## config.mk

```make
export PLATFORM = sky130hd
export DESIGN_NAME = ntt_bank_ctrl
export DESIGN_NICKNAME = d
export VERILOG_FILES = /design/src/rtl/ntt_bank_ctrl.sv
export SDC_FILE = /design/constraint.sdc
export NUM_CORES = 1
export LEC_CHECK = 0
export BUFFER_PORTS_ARGS = -buffer_cell sky130_fd_sc_hd__buf_4
export CAP_MARGIN = 0
export CORE_ASPECT_RATIO = 2
export CORE_UTILIZATION = 30
export DETAILED_ROUTE_END_ITERATION = 8
export GPL_TIMING_DRIVEN = 0
export PLACE_DENSITY_LB_ADDON = 0.05
export SLEW_MARGIN = 20
export SYNTH_ARGS = -nofsm -noshare
export SYNTH_HDL_FRONTEND = slang
export SYNTH_SLANG_ARGS = --single-unit
```

## constraint.sdc

```tcl
create_clock -name clk -period 2.8 [get_ports clk]
set_input_delay 0.14 -clock clk [delete_from_list [all_inputs] [get_ports clk]]
set_output_delay 0.14 -clock clk [all_outputs]
set_load 0.02 [all_outputs]
```

## src/rtl/ntt_bank_ctrl.sv

```systemverilog
// Radix-2 in-place NTT stage sequencer for one coefficient bank.
// Latency: first read 1 cycle after start is accepted; write-back LAT+1 cycles after its read; done at 1+AW*(2**AW+LAT+1).
// No backpressure: issues one read per cycle, drains the write pipe between stages. Option macro: NTT_CTRL_INVERSE_EN (adds inv port).
module ntt_bank_ctrl #(
    parameter int AW  = 7,
    parameter int LAT = 4,
    parameter int SW  = 3
) (
    input  logic          clk,
    input  logic          rst,
    input  logic          start,
`ifdef NTT_CTRL_INVERSE_EN
    input  logic          inv,
`endif
    output logic          busy,
    output logic          done,
    output logic          ien,
    output logic          iren,
    output logic [AW-1:0] ra,
    output logic          iwen,
    output logic [AW-1:0] wa,
    output logic          bf_valid,
    output logic          bf_sel,
    output logic [SW-1:0] stage,
    output logic [AW-2:0] tw_idx
);

    typedef enum logic [1:0] {S_IDLE, S_RUN, S_DRAIN, S_DONE} state_t;

    localparam logic [AW-1:0] CNT_LAST   = {AW{1'b1}};
    localparam logic [AW-1:0] DRAIN_LAST = AW'(LAT);
    localparam logic [SW-1:0] STG_LAST   = SW'(AW-1);

    state_t        state_q, state_d;
    logic [AW-1:0] cnt_q, cnt_d;
    logic [SW-1:0] stg_q, stg_d;
    logic          inv_q;

    // Registered outputs: everything the bank sees comes straight from a flop.
    logic          iren_q, iren_d;
    logic [AW-1:0] ra_q, ra_d;
    logic          sel_q, sel_d;
    logic          busy_q, busy_d;
    logic          done_q, done_d;
    logic [SW-1:0] stage_q, stage_d;
    logic [AW-2:0] tw_q, tw_d;
    logic          bfv_q, bfs_q;
    logic [AW:0]   wpipe_q [LAT+1];

    // Butterfly address generation from the read counter: cnt = {pair, a/b select}.
    logic [AW-1:0] pair_w, half, hmask, k_w, a_w, addr_c, tw_full;
    logic [SW-1:0] h_sh, tw_sh;
    logic          sel_c;

`ifdef NTT_CTRL_INVERSE_EN
    // Inverse runs spans smallest-first; the twiddle stride shrinks as spans grow.
    always_ff @(posedge clk) begin
        if (rst)                            inv_q <= 1'b0;
        else if (state_q == S_IDLE && start) inv_q <= inv;
    end
`else
    assign inv_q = 1'b0;
`endif

    // Span and twiddle shift amounts for the current stage and direction.
    always_comb begin
        h_sh  = STG_LAST - stg_q;
        tw_sh = stg_q;
        if (inv_q) begin
            h_sh  = stg_q;
            tw_sh = STG_LAST - stg_q;
        end
    end

    // a = g*2h + k, b = a + h, with h a power of two so div/mod become masks.
    always_comb begin
        sel_c   = cnt_q[0];
        pair_w  = {1'b0, cnt_q[AW-1:1]};
        half    = AW'(1) << h_sh;
        hmask   = half - AW'(1);
        k_w     = pair_w & hmask;
        a_w     = ((pair_w & ~hmask) << 1) | k_w;
        addr_c  = sel_c ? (a_w | half) : a_w;
        tw_full = k_w << tw_sh;
    end

    // FSM state and counters.
    always_ff @(posedge clk) begin
        if (rst) begin
            state_q <= S_IDLE;
            cnt_q   <= '0;
            stg_q   <= '0;
        end else begin
            state_q <= state_d;
            cnt_q   <= cnt_d;
            stg_q   <= stg_d;
        end
    end

    // Next state plus the values the output flops will present next cycle.
    always_comb begin
        state_d = state_q;
        cnt_d   = cnt_q;
        stg_d   = stg_q;
        iren_d  = 1'b0;
        ra_d    = '0;
        sel_d   = 1'b0;
        busy_d  = 1'b0;
        done_d  = 1'b0;
        stage_d = '0;
        tw_d    = '0;
        case (state_q)
            S_IDLE: begin
                if (start) begin
                    state_d = S_RUN;
                    cnt_d   = '0;
                    stg_d   = '0;
                end
            end
            S_RUN: begin
                busy_d  = 1'b1;
                iren_d  = 1'b1;
                ra_d    = addr_c;
                sel_d   = sel_c;
                stage_d = stg_q;
                tw_d    = tw_full[AW-2:0];
                if (cnt_q == CNT_LAST) begin
                    state_d = S_DRAIN;
                    cnt_d   = '0;
                end else begin
                    cnt_d = cnt_q + AW'(1);
                end
            end
            S_DRAIN: begin
                // Stage barrier: wait for the last write-back before the next stage reads.
                busy_d  = 1'b1;
                stage_d = stg_q;
                if (cnt_q == DRAIN_LAST) begin
                    cnt_d = '0;
                    if (stg_q == STG_LAST) begin
                        state_d = S_DONE;
                    end else begin
                        stg_d   = stg_q + SW'(1);
                        state_d = S_RUN;
                    end
                end else begin
                    cnt_d = cnt_q + AW'(1);
                end
            end
            S_DONE: begin
                done_d  = 1'b1;
                state_d = S_IDLE;
            end
            default: state_d = S_IDLE;
        endcase
    end

    // Output registers; bf_valid/bf_sel lag the read by one cycle to meet registered bank Q.
    always_ff @(posedge clk) begin
        if (rst) begin
            iren_q  <= 1'b0;
            ra_q    <= '0;
            sel_q   <= 1'b0;
            busy_q  <= 1'b0;
            done_q  <= 1'b0;
            stage_q <= '0;
            tw_q    <= '0;
            bfv_q   <= 1'b0;
            bfs_q   <= 1'b0;
        end else begin
            iren_q  <= iren_d;
            ra_q    <= ra_d;
            sel_q   <= sel_d;
            busy_q  <= busy_d;
            done_q  <= done_d;
            stage_q <= stage_d;
            tw_q    <= tw_d;
            bfv_q   <= iren_q;
            bfs_q   <= sel_q;
        end
    end

    // Write-back pipe: the read strobe and address re-emerge LAT+1 cycles later.
    always_ff @(posedge clk) begin
        if (rst) begin
            for (int i = 0; i <= LAT; i++) wpipe_q[i] <= '0;
        end else begin
            wpipe_q[0] <= {iren_q, ra_q};
            for (int i = 1; i <= LAT; i++) wpipe_q[i] <= wpipe_q[i-1];
        end
    end

    assign iren     = iren_q;
    assign ra       = ra_q;
    assign iwen     = wpipe_q[LAT][AW];
    assign wa       = wpipe_q[LAT][AW-1:0];
    assign ien      = iren_q | wpipe_q[LAT][AW];
    assign busy     = busy_q;
    assign done     = done_q;
    assign bf_valid = bfv_q;
    assign bf_sel   = bfs_q;
    assign stage    = stage_q;
    assign tw_idx   = tw_q;

endmodule
```

==> impl_summary.log, run 1 <==
INFO  metric peakVddDrop = 0.299 mV
INFO  metric tightest_slew = 0.651 ns
INFO  metric ys_warn_count = 0
INFO  metric final.min_clock_period = between 2 and 2.5 ns
INFO  metric hold_path_startpoint = rst
INFO  metric critical-path-top-cell-by-count = buf_4
INFO  metric globalplace.congestion = 0.908
INFO  metric synth.lib_cells_used.distinct = 53
INFO  metric path_class = reg -> reg
INFO  metric detailroute.via_count = 2409
INFO  metric core-area = 9830 um2
INFO  metric initial_core_util = 31.2%
INFO  metric clock_tree.buffer_depth = 2
INFO  metric combinational_share_of_power = 13.7%
INFO  metric synth_top_cells_by_area = dfxtp_1 (48%), nor2b_1 (9.6%), ha_1 (4.9%), nand2_1 (2.3%), o2111ai_1 (2.3%)
INFO  metric place_ws = 0.0356 ns
INFO  metric cpMaxStageDelayCell = dfxtp_1
INFO  metric final-hold-violation-count = 0
INFO  metric count_of_state_elements_after_synthesis = 73
INFO  metric period_share = 88.5%
INFO  metric final_global_route_overflow_total = 0
INFO  metric synth.yosys.seq_area_share = 47.7%
INFO  metric worstRegToRegCells = 8
INFO  metric worstPathArrival = 2.71 ns
INFO  metric timing.critical_path.from_type = flip-flop
INFO  metric sw_frac_of_total = 26.4%
INFO  metric drive_above_1_share = a little over a fifth
INFO  metric worst_slew_margin_rel = between 50% and 60%
INFO  metric htree_levels = 3
INFO  metric asyncSetResetFlopFracSynth = 0%
INFO  metric clk_lat_worst_skew = 0.33 ns
INFO  metric cts_tree = yes
INFO  metric clock_sink_count = 73
INFO  metric hold_depth = 3
INFO  metric critical_path.startpoint = stg_q[0]$_SDFFE_PP0P_
INFO  metric detail_route.first_pass.iterations = 4
INFO  metric drc_errors = 0
INFO  metric maximum_number_of_pins_on_one_net_before_global_route_repair = 13
INFO  metric synth_top_flop_cell = dfxtp_1
INFO  metric smallest_setup_slack_after_layout = 0.322 ns
INFO  metric synthesis.nets = 331
INFO  metric synthesis.area_per_instance = 9.70 um2
INFO  metric post_cts.resized_instances = 0
INFO  metric internal_power = approximately 1.9 mW
INFO  metric drt-wirelength-per-cell = 15.6 um
INFO  metric power.switching = 0.678 mW
INFO  metric rsz0062_at_grt = false
INFO  metric worst-path-max-fanout = 10
INFO  metric max-cap-violations = 0
INFO  metric setup_tns = 0 ns
INFO  metric grt.total_usage = 16.0%
INFO  metric ff2ff_setup_slack = 0.32 ns
INFO  metric totalPowerFinal = ~2.6 mW
INFO  metric cts-hold-fix-buffers = 0
INFO  metric cell_at_the_root_of_the_clock_tree = clkbuf_16
INFO  metric maxClockFrequency = 0.403 GHz
INFO  metric utilization_of_the_core_after_routing = 38.3%
INFO  metric whs = 0.148 ns
INFO  metric detail_route.iter0.violations = 105
INFO  metric vias_per_cell = 4.88
INFO  metric rr_startpoint = stg_q[0]$_SDFFE_PP0P_
INFO  metric number_of_global_route_vias_before_repair = 2404
INFO  metric power.static_leakage = around 1.4 nW
INFO  metric hp-class = in -> reg
INFO  metric critical_path.cell_chain = buf_4, clkinvlp_4, ha_1, buf_4, clkbuf_1, a211oi_1, o21ai_0, a2111oi_2
INFO  metric pin_count = 33
INFO  metric critical_path.n_buffers_inverters = 4
INFO  metric ant_nets = 0
INFO  metric mappedNetlistArea = 3070 um2
INFO  metric worst_setup_path_end_kind = flip-flop
INFO  metric drt_wl_total = 7730 um
INFO  metric synth_top_cell_area_share = 47.7%
INFO  metric cts_post_setup_buffers_inserted = 0
INFO  metric skew = 0.00639 ns
INFO  metric floorplan.rows = 51
INFO  metric fill_cells = 1071
INFO  metric syn_inst = 316
INFO  metric cpPeakStageDelay = 0.38 ns
INFO  metric drv_slew = 0
INFO  metric clk_pin_slew_worst_paths = 0.06 ns
INFO  metric cp_top_family = compound AO/OA/AOI/OAI gates
INFO  metric status = complete, no violations
INFO  metric place_hpwl = about 5900 um
INFO  metric synth_common_cells = dfxtp_1 (73), nor2b_1 (47), nand2_1 (19), inv_1 (14), o21ai_0 (14)
INFO  metric port_buffers = 31
INFO  metric portion_of_total_power_attributed_to_the_clock_network = 44.0%
INFO  metric grt_first_pass_wirelength = 12500 um
INFO  metric synth-edff-count = 0
INFO  metric cell_type_contributing_the_most_total_cell_area_after_synthesis = dfxtp_1
INFO  metric setup_viol = 0
INFO  metric die_outline_height = between 100 and 150 um
INFO  metric cp.depth = 8
INFO  metric finalNetCount = 373
INFO  metric flow.area_growth_from_synthesis = 22.9%
INFO  metric die_x = 73.5 um
INFO  metric die_area = between 10000 and 15000 um2
INFO  metric pwr_density_cell = around 680 nW/um2
INFO  metric post-synth-top-count-cell = dfxtp_1
INFO  metric insertedDiodeCount = 0
INFO  metric crit_required = 3.03 ns
INFO  metric cts_inserted_buffers = 9
INFO  metric seq_power_share = 42.3%
INFO  metric initial_antenna_violation_count = 0
## through the flow
step / std cells / cell area [um2]
global route: 494 / 3770
floorplan: 316 / 3070
finish: 494 / 3770
CTS: 494 / 3760
detailed placement: 479 / 3460
global placement: 479 / 3460
## flip-flops by register name, summed over array words and instances, names as in the netlist
signal,count
wpipe_q,40
cnt_q,7
ra,7
tw_idx,6
stage,3
stg_q,3
state_q,2
bf_sel,1
busy,1
done,1
iren,1
sel_q,1
## layout make-up
type                       instances  area (um2)  share of cell area [%]
buffer                            28         195                    5.18
clock buffer                      10         239                    6.34
clock inverter                     5        56.3                    1.49
inverter                          15        60.1                    1.59
multi-input combinational        200        1360                    36.1
sequential                        73        1460                    38.8
tap                              132         165                    4.38
timing repair buffer              31         233                    6.18
## worst register-to-register path: cells and delay by family (launching register included)
kind | cells | cell delay [ns]
buf+inv | 4 | 0.85
fa+ha+maj | 1 | 0.24
compound gates | 3 | 0.90
flops | 1 | 0.38
## power by group through the flow
stage                     Clock, mW  Combinational (mW)  Sequential [mW]
after floorplan                   0               0.225             1.12
after global placement            0               0.354             1.11
after detailed placement          0               0.356             1.11
after CTS                      1.17               0.357             1.09
after global routing           1.21               0.385             1.09
final                          1.13               0.351             1.09
## placed cells by master (no fill, tap or decap), drive strengths merged, types with 2 or more instances in the layout
master and instances:
and2 4, nor3 5, nand2 19, or2 3, o31a 2, o21ai 14
nand4 3, a311oi 3, nand3 6, buf 46, or3 3, nor2b 47
a211oi 4, and3 3, a31oi 3, clkinv 3, a32oi 3, a21oi 14
xnor2 2, o211ai 6, o22ai 2, nor2 10, ha 12, o31ai 2
inv 14, clkinvlp 2, o2111ai 8, nand2b 2, clkbuf 23, dfxtp 73
a21o 2, nor4 4
## cell families (layout without fill, tap and decap cells)
family / count (synthesis) / after routing / synth area share, %
AO/OA/AOI/OAI: 75 / 75 / 17.6
XOR/XNOR: 3 / 3 / 1.47
adder cells (fa/ha/maj): 12 / 12 / 4.90
buffers and inverters: 43 / 89 / 8.20
flip-flops: 73 / 73 / 47.7
AND/OR/NAND/NOR: 110 / 110 / 20.1
## layer usage
metal | wire [um] | global-route usage (%) | vias up
met4 | 354 | 10.2 | 0
li1 | - | - | 1177
met2 | 4510 | 30.2 | 62
met5 | 0 | 0 | -
met1 | 2650 | 14.4 | 1144
met3 | 220 | 3.33 | 26
## final timing paths
| kind | endpoint |
|---|---|
| worst min-delay path | state_q[1]$_SDFFE_PP0P_ |
| worst max register to register | tw_idx[3]$_SDFF_PP0_ |
| worst min register to register | wpipe_q[0][36]$_SDFF_PP0_ |
| worst max-delay path | tw_idx[3]$_SDFF_PP0_ |
(Power assumes the default switching activity.)
==> inputs of run 2 (changes only) <==
--- a/config.mk
+++ b/config.mk
@@ -7,7 +7,6 @@
 export LEC_CHECK = 0
 export BUFFER_PORTS_ARGS = -buffer_cell sky130_fd_sc_hd__buf_4
 export CAP_MARGIN = 0
-export CORE_ASPECT_RATIO = 2
 export CORE_UTILIZATION = 30
 export DETAILED_ROUTE_END_ITERATION = 8
 export GPL_TIMING_DRIVEN = 0
==> impl_summary.log, run 2 (synthesis gave the netlist of run 1 again) <==
INFO  metric flow.area_growth_from_synthesis = 20.2%
INFO  metric seq_area = 1460 um2 (unchanged)
INFO  metric initial_antenna_violation_count = 0 (unchanged)
INFO  metric drt-wirelength-per-cell = 14.1 um (-9.6%)
INFO  metric period_share = 90.4% (+1.9 points)
INFO  metric clk_pin_slew_worst_paths = 0.08 ns (+0.02 ns)
INFO  metric initial_core_util = 31.2% (about the same)
INFO  metric setup_tns = 0 ns (unchanged)
INFO  metric final-hold-violation-count = 0 (unchanged)
INFO  metric totalPowerFinal = 2.32 mW (-9.7%)
INFO  metric worst_setup_path_end_kind = flip-flop
INFO  metric status = complete, no violations
INFO  metric tightest_slew = 0.581 ns (-0.0697 ns)
INFO  metric place_hpwl = 4990 um (-16%)
INFO  metric power.static_leakage = 1.39 nW (-2.9%)
INFO  metric drt_wl_total = 7010 um (-9.2%)
INFO  metric detailroute.via_count = 2315 (-3.9%)
INFO  metric die_x = 103 um (+40%)
INFO  metric final.min_clock_period = 2.53 ns (+0.0532 ns)
INFO  metric max-cap-violations = 0 (unchanged)
INFO  metric crit_required = 3.03 ns (about the same)
INFO  metric core-area = 9820 um2 (about the same)
INFO  metric r2r-end = tw_idx[4]$_SDFF_PP0_
INFO  metric drv_slew = 0 (unchanged)
INFO  metric worst_slew_margin_rel = 61.3% (+5.1 points)
INFO  metric die_area = 10600 um2 (-0.23%)
INFO  metric port_buffers = 31 (unchanged)
INFO  metric rr_startpoint = stg_q[0]$_SDFFE_PP0P_
INFO  metric insertedDiodeCount = 0 (unchanged)
INFO  metric pin_count = 33 (unchanged)
INFO  metric setup_viol = 0 (unchanged)
INFO  metric grt_first_pass_wirelength = 11500 um (-8.0%)
INFO  metric hold_depth = 3 (unchanged)
INFO  metric critical_path.n_buffers_inverters = 2 (-2)
INFO  metric detail_route.first_pass.iterations = 4 (unchanged)
INFO  metric clock_sink_count = 73 (unchanged)
INFO  metric critical_path.cell_chain = buf_4, clkinv_1, ha_1, o31a_2, nor3_1, o31ai_1, o31a_1
INFO  metric worstRegToRegCells = 7 (-1)
INFO  metric cell_at_the_root_of_the_clock_tree = clkbuf_8
INFO  metric worstPathArrival = 2.76 ns (+0.05 ns)
INFO  metric floorplan.rows = 36 (-29%)
INFO  metric cpPeakStageDelay = 0.40 ns (+0.02 ns)
INFO  metric maxClockFrequency = 0.395 GHz (-2.1%)
INFO  metric smallest_setup_slack_after_layout = 0.268 ns (-0.0532 ns)
INFO  metric largest_register_ff_count = 40 (unchanged)
INFO  metric worst-path-max-fanout = 9 (-1)
INFO  metric skew = 0.00596 ns (-0.000428 ns)
INFO  metric final_global_route_overflow_total = 0 (unchanged)
INFO  metric detail_route.iter0.violations = 101 (-3.8%)
INFO  metric cts_inserted_buffers = 9 (unchanged)
INFO  metric cts-hold-fix-buffers = 0 (unchanged)
INFO  metric fill_cells = 1044 (-2.5%)
INFO  metric globalplace.congestion = 0.841 (-7.4%)
INFO  metric pwr_density_cell = 629 nW/um2 (-7.7%)
INFO  metric hold_path_startpoint = rst
INFO  metric drc_errors = 0 (unchanged)
INFO  metric hp-class = in -> reg
INFO  metric maximum_number_of_pins_on_one_net_before_global_route_repair = 14 (+1)
INFO  metric path_class = reg -> reg
INFO  metric cpMaxStageDelayCell = dfxtp_1
INFO  metric whs = 0.134 ns (-0.0145 ns)
INFO  metric combined_area_of_the_multi_input_logic_cells = 1360 um2 (unchanged)
INFO  metric ff2ff_setup_slack = 0.27 ns (-0.05 ns)
INFO  metric clock_tree.buffer_depth = 2 (unchanged)
INFO  metric largest-register = wpipe_q
INFO  metric rsz0062_at_grt = false
INFO  metric cts_tree = yes
INFO  metric clk_lat_worst_skew = 0.34 ns (about the same)
INFO  metric place_ws = 0.171 ns (+0.135 ns)
INFO  metric number_of_global_route_vias_before_repair = 2159 (-10%)
INFO  metric grt.total_usage = 14.6% (-1.4 points)
INFO  metric finalNetCount = 373 (unchanged)
INFO  metric timing.critical_path.from_type = flip-flop
INFO  metric layout.cells.most_common_list = dfxtp_1 (73), nor2b_1 (47), buf_4 (40)
INFO  metric htree_levels = 3 (unchanged)
INFO  metric die_outline_height = 103 um (-29%)
INFO  metric drive_above_1_share = 21.5% (-0.059 points)
INFO  metric cp_top_family = compound AO/OA/AOI/OAI gates
INFO  metric utilization_of_the_core_after_routing = 37.5% (-0.82 points)
INFO  metric vias_per_cell = 4.67 (-4.3%)
INFO  metric ant_nets = 0 (unchanged)
INFO  metric peakVddDrop = 0.285 mV (-4.5%)
INFO  metric min_delay_worst_endpoint = state_q[1]$_SDFFE_PP0P_
INFO  metric final_common_cell = dfxtp_1
run 2: report_power, final:
group / total, mW / switching (mW) / internal, mW
logic: 0.351 / 0.237 / 0.114
clock network: 0.881 / 0.416 / 0.465
registers: 1.08 / 0.0196 / 1.07
run 2: worst max-delay path by stage:
stage                                     start              endpoint  slack [ns]  cells after the start
after floorplan           stg_q[0]$_SDFFE_PP0P_  tw_idx[3]$_SDFF_PP0_        0.68                      8
after global placement    stg_q[0]$_SDFFE_PP0P_  tw_idx[3]$_SDFF_PP0_        0.17                      7
after detailed placement  stg_q[0]$_SDFFE_PP0P_  tw_idx[3]$_SDFF_PP0_        0.17                      7
after CTS                 stg_q[0]$_SDFFE_PP0P_  tw_idx[3]$_SDFF_PP0_        0.14                      7
after global routing      stg_q[0]$_SDFFE_PP0P_  tw_idx[3]$_SDFF_PP0_       0.007                      8
final                     stg_q[0]$_SDFFE_PP0P_  tw_idx[4]$_SDFF_PP0_        0.27                      7
run 2: worst register-to-register path, stage by stage (launching register included):
cell and delay, ns:
dfxtp_1 0.40, buf_4 0.20, clkinv_1 0.27, ha_1 0.39, o31a_2 0.37, nor3_1 0.36, o31ai_1 0.14, o31a_1 0.30
run 2: metal layers:
layer  wire (um)  GRT usage, %
met1        3580          20.5
met2        3020          21.9
met3         345          3.66
met4          66          4.66
met5           0             0
run 2: area by class of cell:
type	count	area share (%)
Sequential cell	73	39.7
Multi-Input combinational cell	200	36.9
Timing Repair Buffer	31	6.32
Buffer	28	5.30
Tap cell	133	4.52
Clock buffer	11	4.11
Clock inverter	5	1.70
Inverter	15	1.53
run 2: per-stage QoR:
stage	cell area [um2]	instances
after global routing	3680	496
after floorplan	3070	316
after global placement	3460	480
final	3680	496
after CTS	3680	496
after detailed placement	3460	480
run 2: timing repair:
action,4_1_cts,5_1_grt
gates resized for setup,0,1
buffers inserted,0,0
endpoints found under the setup margin,0,2
hold endpoints to repair,0,0
==> inputs of run 3 (changes only) <==
==> constraint.sdc (replaced) <==
create_clock -name clk -period 2.1 [get_ports clk]
set_input_delay 0.105 -clock clk [delete_from_list [all_inputs] [get_ports clk]]
set_output_delay 0.105 -clock clk [all_outputs]
set_load 0.02 [all_outputs]
==> impl_summary.log, run 3 (synthesis gave the netlist of run 1 again) <==
INFO  metric initial_antenna_violation_count = 0 (unchanged)
INFO  metric globalplace.congestion = 0.857 (+1.9%)
INFO  metric place_hpwl = 4960 um (-0.70%)
INFO  metric largest_register_ff_count = 40 (unchanged)
INFO  metric drt_wl_total = 7180 um (+2.3%)
INFO  metric drc_errors = 0 (unchanged)
INFO  metric cts_inserted_buffers = 9 (unchanged)
INFO  metric period_share = 96.2% (+5.8 points)
INFO  metric path_class = reg -> reg
INFO  metric max-cap-violations = 0 (unchanged)
INFO  metric final.min_clock_period = 2.02 ns (-0.511 ns)
INFO  metric crit_required = 2.36 ns (-0.67 ns)
INFO  metric maximum_number_of_pins_on_one_net_before_global_route_repair = 16 (+2)
INFO  metric clock_sink_count = 73 (unchanged)
INFO  metric finalNetCount = 383 (+2.7%)
INFO  metric final_common_cell = dfxtp_1
INFO  metric drt-wirelength-per-cell = 14.2 um (+0.32%)
INFO  metric initial_core_util = 31.2% (unchanged)
INFO  metric drive_above_1_share = 27.6% (+6.1 points)
INFO  metric power.static_leakage = 1.45 nW (+3.9%)
INFO  metric totalPowerFinal = 2.99 mW (+29%)
INFO  metric grt.total_usage = 14.8% (+0.12 points)
INFO  metric final_global_route_overflow_total = 0 (unchanged)
INFO  metric pin_count = 33 (unchanged)
INFO  metric clk_pin_slew_worst_paths = 0.09 ns (about the same)
INFO  metric insertedDiodeCount = 0 (unchanged)
INFO  metric combinational_share_of_power = 16.6% (+1.4 points)
INFO  metric fill_cells = 1048 (+0.38%)
INFO  metric portion_of_total_power_attributed_to_the_clock_network = 35.1% (-2.9 points)
INFO  metric vias_per_cell = 4.68 (+0.31%)
INFO  metric maxClockFrequency = 0.495 GHz (+25%)
INFO  metric worst_slew_margin_rel = 60.5% (-0.75 points)
INFO  metric setup_viol = 0 (unchanged)
INFO  metric skew = 0.0106 ns (+0.00467 ns)
INFO  metric htree_levels = 3 (unchanged)
INFO  metric power.switching = 0.951 mW (+41%)
INFO  metric worst_setup_path_end_kind = flip-flop
INFO  metric cell_at_the_root_of_the_clock_tree = clkbuf_8
INFO  metric cts_tree = yes
INFO  metric utilization_of_the_core_after_routing = 39.1% (+1.6 points)
INFO  metric largest-register = wpipe_q
INFO  metric worst-path-max-fanout = 10 (+1)
INFO  metric rsz0062_at_grt = true
INFO  metric flow.area_growth_from_synthesis = 25.4%
INFO  metric floorplan.rows = 36 (unchanged)
INFO  metric clk_lat_worst_skew = 0.35 ns (about the same)
INFO  metric drv_slew = 0 (unchanged)
INFO  metric pwr_density_cell = 778 nW/um2 (+24%)
INFO  metric final-hold-violation-count = 0 (unchanged)
INFO  metric timing.critical_path.from_type = flip-flop
INFO  metric die_outline_height = 103 um (unchanged)
INFO  metric post_layout_nonfiller_instances = 506 (+2.0%)
INFO  metric cts-hold-fix-buffers = 0 (unchanged)
INFO  metric die_area = 10600 um2 (unchanged)
INFO  metric port_buffers = 31 (unchanged)
INFO  metric hp-class = in -> reg
INFO  metric ant_nets = 0 (unchanged)
INFO  metric clock_tree.buffer_depth = 2 (unchanged)
INFO  metric detail_route.first_pass.iterations = 4 (unchanged)
INFO  metric core-area = 9820 um2 (unchanged)
INFO  metric status = complete, no violations
INFO  metric detail_route.iter0.violations = 90 (-11%)
INFO  metric setup_tns = 0 ns (unchanged)
INFO  metric tightest_slew = 0.592 ns (+0.0112 ns)
INFO  metric die_x = 103 um (unchanged)
INFO  metric seq_power_share = 48.3% (+1.5 points)
INFO  metric number_of_global_route_vias_before_repair = 2129 (-1.4%)
INFO  metric detailroute.via_count = 2369 (+2.3%)
INFO  metric layout.cells.most_common_list = dfxtp_1 (71), buf_4 (48), nor2b_1 (47)
INFO  metric post-place-cells = 480 (unchanged)
INFO  metric peakVddDrop = 0.395 mV (+39%)
INFO  metric sw_frac_of_total = 31.8% (+2.8 points)
INFO  metric internal_power = 2.04 mW (+24%)
INFO  metric worstPathArrival = 2.28 ns (-0.48 ns)
INFO  metric grt_first_pass_wirelength = 11500 um (-0.18%)
[run 3: cell types whose count changed in the layout (fill, tap and decap cells not counted), moves of 3 or more]
cell	before	now
clkbuf_2	0	3
ha_1	12	8
clkbuf_1	10	7
buf_4	40	48
[run 3: through the flow]
step | area (um2) | worst slack [ns] | hold WS, ns
2_1_floorplan | 3070 | 0.0770 | 0.402
4_1_cts | 3700 | 0.0198 | 0.0765
3_5_place_dp | 3470 | -0.359 | 0.420
6_report | 3840 | 0.0797 | 0.0760
5_1_grt | 3840 | -0.0486 | 0.105
3_3_place_gp | 3470 | -0.359 | 0.416
[run 3: what timing repair did]
| action | 4_1_cts | 5_1_grt |
|---|---|---|
| gates resized for setup | 15 | 14 |
| buffers inserted | 0 | 10 |
| setup endpoints to repair | 16 | 7 |
| pin swaps | 1 | 6 |
| gates cloned | 0 | 0 |
| endpoints found under the hold margin | 0 | 0 |
[run 3: path summary, 6_finish.rpt]
path | from | to | slack (ns) | depth (start not counted)
worst max register to register | stg_q[1]$_SDFFE_PP0P_ | tw_idx[3]$_SDFF_PP0_ | 0.08 | 7
worst min register to register | wpipe_q[0][2]$_SDFF_PP0_ | wpipe_q[0][10]$_SDFF_PP0_ | 0.44 | 1
worst min-delay path | rst | state_q[1]$_SDFFE_PP0P_ | 0.08 | 3
worst max-delay path | stg_q[1]$_SDFFE_PP0P_ | tw_idx[3]$_SDFF_PP0_ | 0.08 | 7
[run 3: power groups by stage]
| stage | combinational, mW | sequential [mW] | clock, mW |
|---|---|---|---|
| after global routing | 0.550 | 1.45 | 1.16 |
| after global placement | 0.472 | 1.48 | 0 |
| final | 0.495 | 1.45 | 1.05 |
| after floorplan | 0.300 | 1.49 | 0 |
| after detailed placement | 0.468 | 1.48 | 0 |
| after CTS | 0.476 | 1.45 | 1.10 |
[run 3: layout make-up]
cell class | instances | area (um2) | share of cell area (%)
clock buffers | 9 | 124 | 3.22
flip-flops and latches | 73 | 1470 | 38.2
plain buffers | 28 | 210 | 5.47
inverters | 15 | 67.6 | 1.76
well taps | 133 | 166 | 4.33
clock inverters | 7 | 60.1 | 1.56
multi-input cells | 200 | 1440 | 37.4
repair buffers | 41 | 308 | 8.01
[run 3: routing by layer]
layer	track usage, %	wire, um	vias to the layer above
met5	0	0	-
met4	7.15	130	0
met3	2.51	344	9
met2	21.6	3170	55
met1	20.9	3530	1104
li1	-	-	1201
[run 3: critical path, cell delays in order (launching register included)]
cell	delay (ns)
dfxtp_4	0.40
clkinvlp_4	0.16
ha_4	0.20
buf_6	0.14
or3_4	0.37
a311oi_4	0.32
nor3_2	0.09
a2111oi_2	0.26
